===== src/rtl/iadc_pkg.sv =====
// Shared definitions for the incremental-ADC decimation chain.
// Holds the conversion FSM state type, default sizing constants and the
// accumulator width helpers (also used by the downstream decimator).
package iadc_pkg;

  // Conversion sequencer states
  typedef enum logic [1:0] {
    ST_IDLE      = 2'd0,
    ST_RESET_MOD = 2'd1,
    ST_INTEGRATE = 2'd2,
    ST_DUMP      = 2'd3
  } iadc_state_e;

  // Default sizing: 512 samples per conversion, 12-bit code
  localparam int IADC_OSR   = 512;
  localparam int IADC_SHIFT = 5;
  localparam int IADC_OUT_W = 12;

  // Sample counter width: counts 0..OSR-1
  function automatic int cnt_w(input int osr);
    return $clog2(osr);
  endfunction

  // First integrator holds up to OSR (all-ones input)
  function automatic int acc1_w(input int osr);
    return $clog2(osr) + 1;
  endfunction

  // Second integrator holds up to 1+2+..+OSR = OSR*(OSR+1)/2
  function automatic int acc2_w(input int osr);
    return $clog2(osr * (osr + 1) / 2 + 1);
  endfunction

endpackage


===== src/rtl/iadc_sinc2_filter_if.sv =====
// Bundle between the modulator/sampler side and the sinc2 filter.
// Ports: en, bit_in (toward filter); mod_rst, busy, valid, data_out (from filter).
// No backpressure: valid is a one-cycle strobe, data_out is held until the next one.
interface iadc_sinc2_filter_if
  import iadc_pkg::*;
#(
  parameter int OUT_W = IADC_OUT_W
) ();

  logic             en;        // level enable, conversions repeat while high
  logic             bit_in;    // modulator output bit
  logic             mod_rst;   // active-high reset to the analog modulator
  logic             busy;      // conversion in progress
  logic             valid;     // one-cycle strobe when data_out updates
  logic [OUT_W-1:0] data_out;  // latest conversion result

  // Driver side (modulator/control)
  modport master (
    output en,
    output bit_in,
    input  mod_rst,
    input  busy,
    input  valid,
    input  data_out
  );

  // Filter side
  modport slave (
    input  en,
    input  bit_in,
    output mod_rst,
    output busy,
    output valid,
    output data_out
  );

endinterface


===== src/rtl/iadc_sinc2_integrator.sv =====
// Cascaded two-stage integrator for a 1-bit stream with synchronous clear.
// Latency: acc1/acc2 reflect a sample one cycle after it is accepted (en_i high).
// No backpressure: a sample is accumulated on every clock edge with en_i high.
// Ports: clk, rst_n (sync, active-low); clr_i zeroes both accumulators;
//        en_i/bit_i accumulate one sample; acc1_o/acc2_o are the running sums.
module iadc_sinc2_integrator
  import iadc_pkg::*;
#(
  parameter int ACC1_W = acc1_w(IADC_OSR),
  parameter int ACC2_W = acc2_w(IADC_OSR)
) (
  input  logic              clk,
  input  logic              rst_n,
  input  logic              clr_i,
  input  logic              en_i,
  input  logic              bit_i,
  output logic [ACC1_W-1:0] acc1_o,
  output logic [ACC2_W-1:0] acc2_o
);

  logic [ACC1_W-1:0] acc1_q, acc1_d;
  logic [ACC2_W-1:0] acc2_q, acc2_d;

  // Second stage adds the already-updated first stage, so after k samples
  // acc2 = sum of acc1 over those k samples (unit weight on the newest one).
  always_comb begin
    acc1_d = acc1_q;
    acc2_d = acc2_q;
    if (clr_i) begin
      acc1_d = '0;
      acc2_d = '0;
    end else if (en_i) begin
      acc1_d = acc1_q + ACC1_W'(bit_i);
      acc2_d = acc2_q + ACC2_W'(acc1_d);
    end
  end

  always_ff @(posedge clk) begin
    if (!rst_n) begin
      acc1_q <= '0;
      acc2_q <= '0;
    end else begin
      acc1_q <= acc1_d;
      acc2_q <= acc2_d;
    end
  end

  assign acc1_o = acc1_q;
  assign acc2_o = acc2_q;

endmodule


===== src/rtl/iadc_sinc2_filter.sv =====
// Incremental sinc2 filter: OSR modulator bits per conversion -> saturated OUT_W-bit code.
// Latency: result strobes OSR+2 cycles after the conversion starts; back-to-back period OSR+2.
// No backpressure: valid is a single-cycle strobe; data_out holds until the next result.
// Ports: clk, rst_n (sync, active-low); io (slave side of iadc_sinc2_filter_if):
//        en, bit_in in; mod_rst, busy, valid, data_out out.
module iadc_sinc2_filter
  import iadc_pkg::*;
#(
  parameter int OSR   = IADC_OSR,
  parameter int SHIFT = IADC_SHIFT,
  parameter int OUT_W = IADC_OUT_W
) (
  input  logic                clk,
  input  logic                rst_n,
  iadc_sinc2_filter_if.slave  io
);

  localparam int CNT_W  = cnt_w(OSR);
  localparam int ACC1_W = acc1_w(OSR);
  localparam int ACC2_W = acc2_w(OSR);
  // Compare width wide enough for both the shifted sum and the code ceiling
  localparam int SAT_W  = (ACC2_W > OUT_W) ? ACC2_W : OUT_W;

  localparam logic [CNT_W-1:0] CNT_LAST = CNT_W'(OSR - 1);
  localparam logic [SAT_W-1:0] CODE_MAX = SAT_W'({OUT_W{1'b1}});

  iadc_state_e      state_q, state_d;
  logic [CNT_W-1:0] cnt_q, cnt_d;
  logic [OUT_W-1:0] data_q, data_d;
  logic             valid_q, valid_d;

  logic [ACC1_W-1:0] acc1;
  logic [ACC2_W-1:0] acc2;
  logic [SAT_W-1:0]  acc2_shr;
  logic [OUT_W-1:0]  code_sat;

  // Integrators are cleared in RESET_MOD so every conversion starts from zero,
  // matching the modulator being held in reset at the same time.
  iadc_sinc2_integrator #(
    .ACC1_W (ACC1_W),
    .ACC2_W (ACC2_W)
  ) u_integrator (
    .clk    (clk),
    .rst_n  (rst_n),
    .clr_i  (state_q == ST_RESET_MOD),
    .en_i   (state_q == ST_INTEGRATE),
    .bit_i  (io.bit_in),
    .acc1_o (acc1),
    .acc2_o (acc2)
  );

  // Scale down and clamp; near full scale acc2 >> SHIFT exceeds the code range.
  always_comb begin
    acc2_shr = SAT_W'(acc2 >> SHIFT);
    code_sat = (acc2_shr > CODE_MAX) ? {OUT_W{1'b1}} : acc2_shr[OUT_W-1:0];
  end

  always_comb begin
    state_d = state_q;
    cnt_d   = cnt_q;
    data_d  = data_q;
    valid_d = 1'b0;
    case (state_q)
      ST_IDLE: begin
        if (io.en) state_d = ST_RESET_MOD;
      end
      ST_RESET_MOD: begin
        cnt_d   = '0;
        state_d = ST_INTEGRATE;
      end
      ST_INTEGRATE: begin
        cnt_d = cnt_q + 1'b1;
        if (cnt_q == CNT_LAST) state_d = ST_DUMP;
      end
      ST_DUMP: begin
        // acc2 is final here: the last sample landed on the edge entering DUMP
        data_d  = code_sat;
        valid_d = 1'b1;
        state_d = io.en ? ST_RESET_MOD : ST_IDLE;
      end
      default: state_d = ST_IDLE;
    endcase
  end

  always_ff @(posedge clk) begin
    if (!rst_n) begin
      state_q <= ST_IDLE;
      cnt_q   <= '0;
      data_q  <= '0;
      valid_q <= 1'b0;
    end else begin
      state_q <= state_d;
      cnt_q   <= cnt_d;
      data_q  <= data_d;
      valid_q <= valid_d;
    end
  end

  // Modulator only runs while samples are being integrated
  assign io.mod_rst  = (state_q != ST_INTEGRATE);
  assign io.busy     = (state_q != ST_IDLE);
  assign io.valid    = valid_q;
  assign io.data_out = data_q;

endmodule

===== src/flat_wrapper.sv =====
// flat-port wrapper written by rule: the top's interface ports become plain ports
module iadc_sinc2_filter_flat import iadc_pkg::*;
#(
  parameter int OSR   = IADC_OSR,
  parameter int SHIFT = IADC_SHIFT,
  parameter int OUT_W = IADC_OUT_W
)
  (clk, rst_n, io_en, io_bit_in, io_mod_rst, io_busy, io_valid, io_data_out);
  iadc_sinc2_filter_if #(.OUT_W(OUT_W)) io_i ();
  input  logic clk;
  input  logic rst_n;
  input wire logic [$bits(io_i.en)-1:0] io_en;
  input wire logic [$bits(io_i.bit_in)-1:0] io_bit_in;
  output wire logic [$bits(io_i.mod_rst)-1:0] io_mod_rst;
  output wire logic [$bits(io_i.busy)-1:0] io_busy;
  output wire logic [$bits(io_i.valid)-1:0] io_valid;
  output wire logic [$bits(io_i.data_out)-1:0] io_data_out;
  assign io_i.en = io_en;
  assign io_i.bit_in = io_bit_in;
  assign io_mod_rst = io_i.mod_rst;
  assign io_busy = io_i.busy;
  assign io_valid = io_i.valid;
  assign io_data_out = io_i.data_out;
  iadc_sinc2_filter #(.OSR(OSR), .SHIFT(SHIFT), .OUT_W(OUT_W)) u_core (.clk(clk), .rst_n(rst_n), .io(io_i));
endmodule

===== config.mk =====
export PLATFORM = sky130hd
export DESIGN_NAME = iadc_sinc2_filter_flat
export DESIGN_NICKNAME = d
export VERILOG_FILES = /design/src/rtl/iadc_pkg.sv /design/src/rtl/iadc_sinc2_filter_if.sv /design/src/rtl/iadc_sinc2_integrator.sv /design/src/rtl/iadc_sinc2_filter.sv /design/src/flat_wrapper.sv
export SDC_FILE = /design/constraint.sdc
export NUM_CORES = 1
export LEC_CHECK = 0
export CORE_ASPECT_RATIO = 0.8
export CORE_MARGIN = 2
export CORE_UTILIZATION = 40
export CTS_BUF_LIST = sky130_fd_sc_hd__clkbuf_4 sky130_fd_sc_hd__clkbuf_8
export DETAILED_ROUTE_END_ITERATION = 8
export PLACE_DENSITY = 0.72
export SLEW_MARGIN = 25
export SYNTH_ARGS = -nofsm -noshare
export SYNTH_HDL_FRONTEND = slang
export SYNTH_SLANG_ARGS = --single-unit

===== constraint.sdc =====
create_clock -name clk -period 2.85 [get_ports clk]
set_input_delay 0.57 -clock clk [delete_from_list [all_inputs] [get_ports clk]]
set_output_delay 0.57 -clock clk [all_outputs]
set_load 0.02 [all_outputs]

==> flow_summary.json <==
{
  "dpl_cell_area_um2": 3188,
  "finalCritPeriodShare_pct": 95.28,
  "async_flop_share_pct": 0,
  "seq_area_frac_synth_pct": 38.31,
  "p_per_area_nw_per_um2": 593.3,
  "area_growth_pct": 23.43,
  "die_y_um": 77.73,
  "firstDrtPassIters": 4,
  "design_area_um2": 3354,
  "outcome": "finished, final reports clean",
  "cts_tree": "yes",
  "gp_congestion": 0.7703,
  "die_area_um2": 7474,
  "yosysWarnings": 0,
  "rows": 26,
  "num_vias": 2333,
  "die_x_um": 96.16,
  "worst_pin_slew_ns": 0.7195,
  "p_int_mw": 1.324,
  "core_area_um2": 6474,
  "antenna_found_initial": 0,
  "drv_slew": 0,
  "dp_hpwl_mm": 4.159,
  "portBuffers": 18,
  "cts_root_buf": "clkbuf_8",
  "clockPowerShare_pct": 26.9,
  "end_kind": "flip-flop",
  "switchingPower_mw": 0.6666,
  "fin_util_pct": 51.82,
  "avgSynthCellArea_um2": 8.546,
  "finalSetupTns_ns": 0,
  "clk_pin_slew_worst_paths_ns": 0.09,
  "swShare_pct": 33.49,
  "r2r_slack_ns": 0.21,
  "numCtsBuffers": 5,
  "leakage_nw": 1.424,
  "critical_path_class": "in -> reg",
  "layout.nets": 385,
  "drc": 0,
  "clk_latency_ns": 0.31,
  "setup_ws_ns": 0.1346,
  "drt_iter0_drc": 104,
  "synth_area_um2": 2718,
  "wl_mm": 5.737,
  "drtAntennaViolNets": 0,
  "finalClockSkew_ns": 0.003138,
  "seqPwrFrac_pct": 41.4,
  "rsz0062_at_grt": "false",
  "synth_edf_count": 0,
  "initial_utilization_pct": 41.98,
  "cts_hold_buf": 0,
  "worstPathArrival_ns": 2.96,
  "irDropWorstVdd_mv": 0.2604,
  "grt_max_degree": 28,
  "grt_usage_pct": 16.48,
  "worstPathRequired_ns": 3.10,
  "syn-num-nets": 343,
  "maxSlewHeadroom_pct": 51.53,
  "synthFlopType": "dfxtp_1",
  "cp-start-kind": "primary input",
  "ios": 19,
  "min_period_ns": 2.715,
  "p_total_mw": 1.990,
  "syn_inst": 318,
  "setup_viol_count_final": 0,
  "max-clock-path-buffers": 2,
  "cts.sinks": 52,
  "ys_seq_elements": 52,
  "max-cap-violations": 0,
  "path_max_fanout": 8,
  "grt_pass1_vias": 2221,
  "wl_per_cell_um": 12.89,
  "clock.fmax_ghz": 0.3683,
  "ys_types": 44,
  "p_comb_share_pct": 31.6,
  "layout-drive-gt1-share_pct": 15.51,
  "viasPerCell": 5.243,
  "hp-class": "reg -> reg",
  "grt_pass1_wl_mm": 9.936,
  "diodes": 0,
  "grt_overflow": 0,
  "pre_cts_slack_ns": -0.4977,
  "hold_viol_final": 0,
  "cts_htree_levels": 2
}
==> worst max-delay path: stages <==
cell and delay [ns]:
clkdlybuf4s15_1 0.19, ha_2 0.17, ha_2 0.17, and3_4 0.20
and3_4 0.20, nand3_1 0.09, xnor2_1 0.14, ha_1 0.35
o21a_1 0.13, o22ai_1 0.07, a21o_1 0.22, or3_1 0.33
a21oi_1 0.15
==> power by group through the flow <==
| stage | sequential [mW] | combinational (mW) | clock [mW] |
|---|---|---|---|
| final | 0.825 | 0.630 | 0.536 |
| after global routing | 0.831 | 0.699 | 0.584 |
| after CTS | 0.825 | 0.635 | 0.546 |
| after detailed placement | 0.841 | 0.633 | 0 |
| after global placement | 0.839 | 0.620 | 0 |
| after floorplan | 0.876 | 0.373 | 0 |
==> Yosys cell counts (all sizes together), types with 6 or more instances <==
library cell / instances / area [um2]
xnor2: 6 / 52.55
ha: 20 / 250.2
mux2i: 12 / 120.1
and3: 13 / 82.58
nand2: 25 / 93.84
xor2: 18 / 157.7
o21ai: 23 / 115.1
inv: 6 / 22.52
a21oi: 31 / 155.2
or3: 10 / 63.81
dfxtp: 52 / 1041
nand3: 11 / 55.05
nor2: 36 / 135.1
clkbuf: 10 / 38.78
==> flip-flops by register name (all words and copies together) (netlist names) <==
name                        count
u_core.io.data_out             12
u_core.u_integrator.acc2_o     18
u_core.io.valid                 1
u_core.cnt_q                    9
u_core.state_q                  2
u_core.u_integrator.acc1_o     10
==> placed cells by master, fill, tap and decap left out, drive strengths merged, types with 3 or more instances in the layout <==
cell,netlist,layout
inv,6,6
xnor2,6,6
and3,13,13
nand2,25,25
buf,5,32
or3,10,10
clkdlybuf4s50,0,17
nand3,11,11
o21ai,23,23
a21oi,31,31
or2,3,3
mux2i,12,12
ha,20,20
a21o,5,5
nand4,5,5
clkbuf,10,6
nor2,36,36
dfxtp,52,52
xor2,18,18
==> final cells by class <==
cell class,count,area (um2)
fillers,600,3119
multi-input cells,245,1644
flip-flops and latches,52,1041
repair buffers,50,420.4
well taps,84,105.1
clock buffers,6,82.58
clock inverters,2,38.79
inverters,6,22.52
==> routing by layer <==
| metal | GRT usage [%] | routed length, um | up-vias |
|---|---|---|---|
| li1 | - | - | 1211 |
| met1 | 21.93 | 2869 | 1086 |
| met2 | 26.94 | 2636 | 29 |
| met3 | 2.913 | 132 | 7 |
| met4 | 5.143 | 98 | 0 |
| met5 | 0 | 0 | - |
==> what timing repair did <==
item,CTS,global route
resized for setup,5,5
buffers inserted,0,1
setup endpoints to repair,13,8
pin swaps,5,8
==> path summary, 6_finish.rpt <==
kind / start / to / depth (start not counted)
max: io_bit_in / u_core.u_integrator.acc2_o[12]$_SDFFE_PP0P_ / 13
min: u_core.cnt_q[8]$_SDFFE_PN0P_ / u_core.cnt_q[8]$_SDFFE_PN0P_ / 2
max reg2reg: u_core.u_integrator.acc1_o[0]$_SDFFE_PP0P_ / u_core.u_integrator.acc2_o[12]$_SDFFE_PP0P_ / 12
min reg2reg: u_core.cnt_q[8]$_SDFFE_PN0P_ / u_core.cnt_q[8]$_SDFFE_PN0P_ / 2
==> stage by stage <==
stage | hold WS [ns] | instances
finish | 0.4837 | 445
floorplan | 0.4454 | 318
CTS | 0.4878 | 444
global route | 0.5040 | 445
global placement | 0.4558 | 436
detailed placement | 0.4729 | 436
==> kinds of logic after synthesis <==
| logic type | share of synthesized area (%) |
|---|---|
| and+or+nand+nor | 19.66 |
| AOI/OAI and AO/OA | 16.90 |
| xor gates and xnor gates | 7.735 |
| muxes | 4.420 |
| DFF | 38.31 |
| buffers and inverters | 3.038 |
| adders and majority gates | 9.945 |
(Power assumes the default switching activity.)
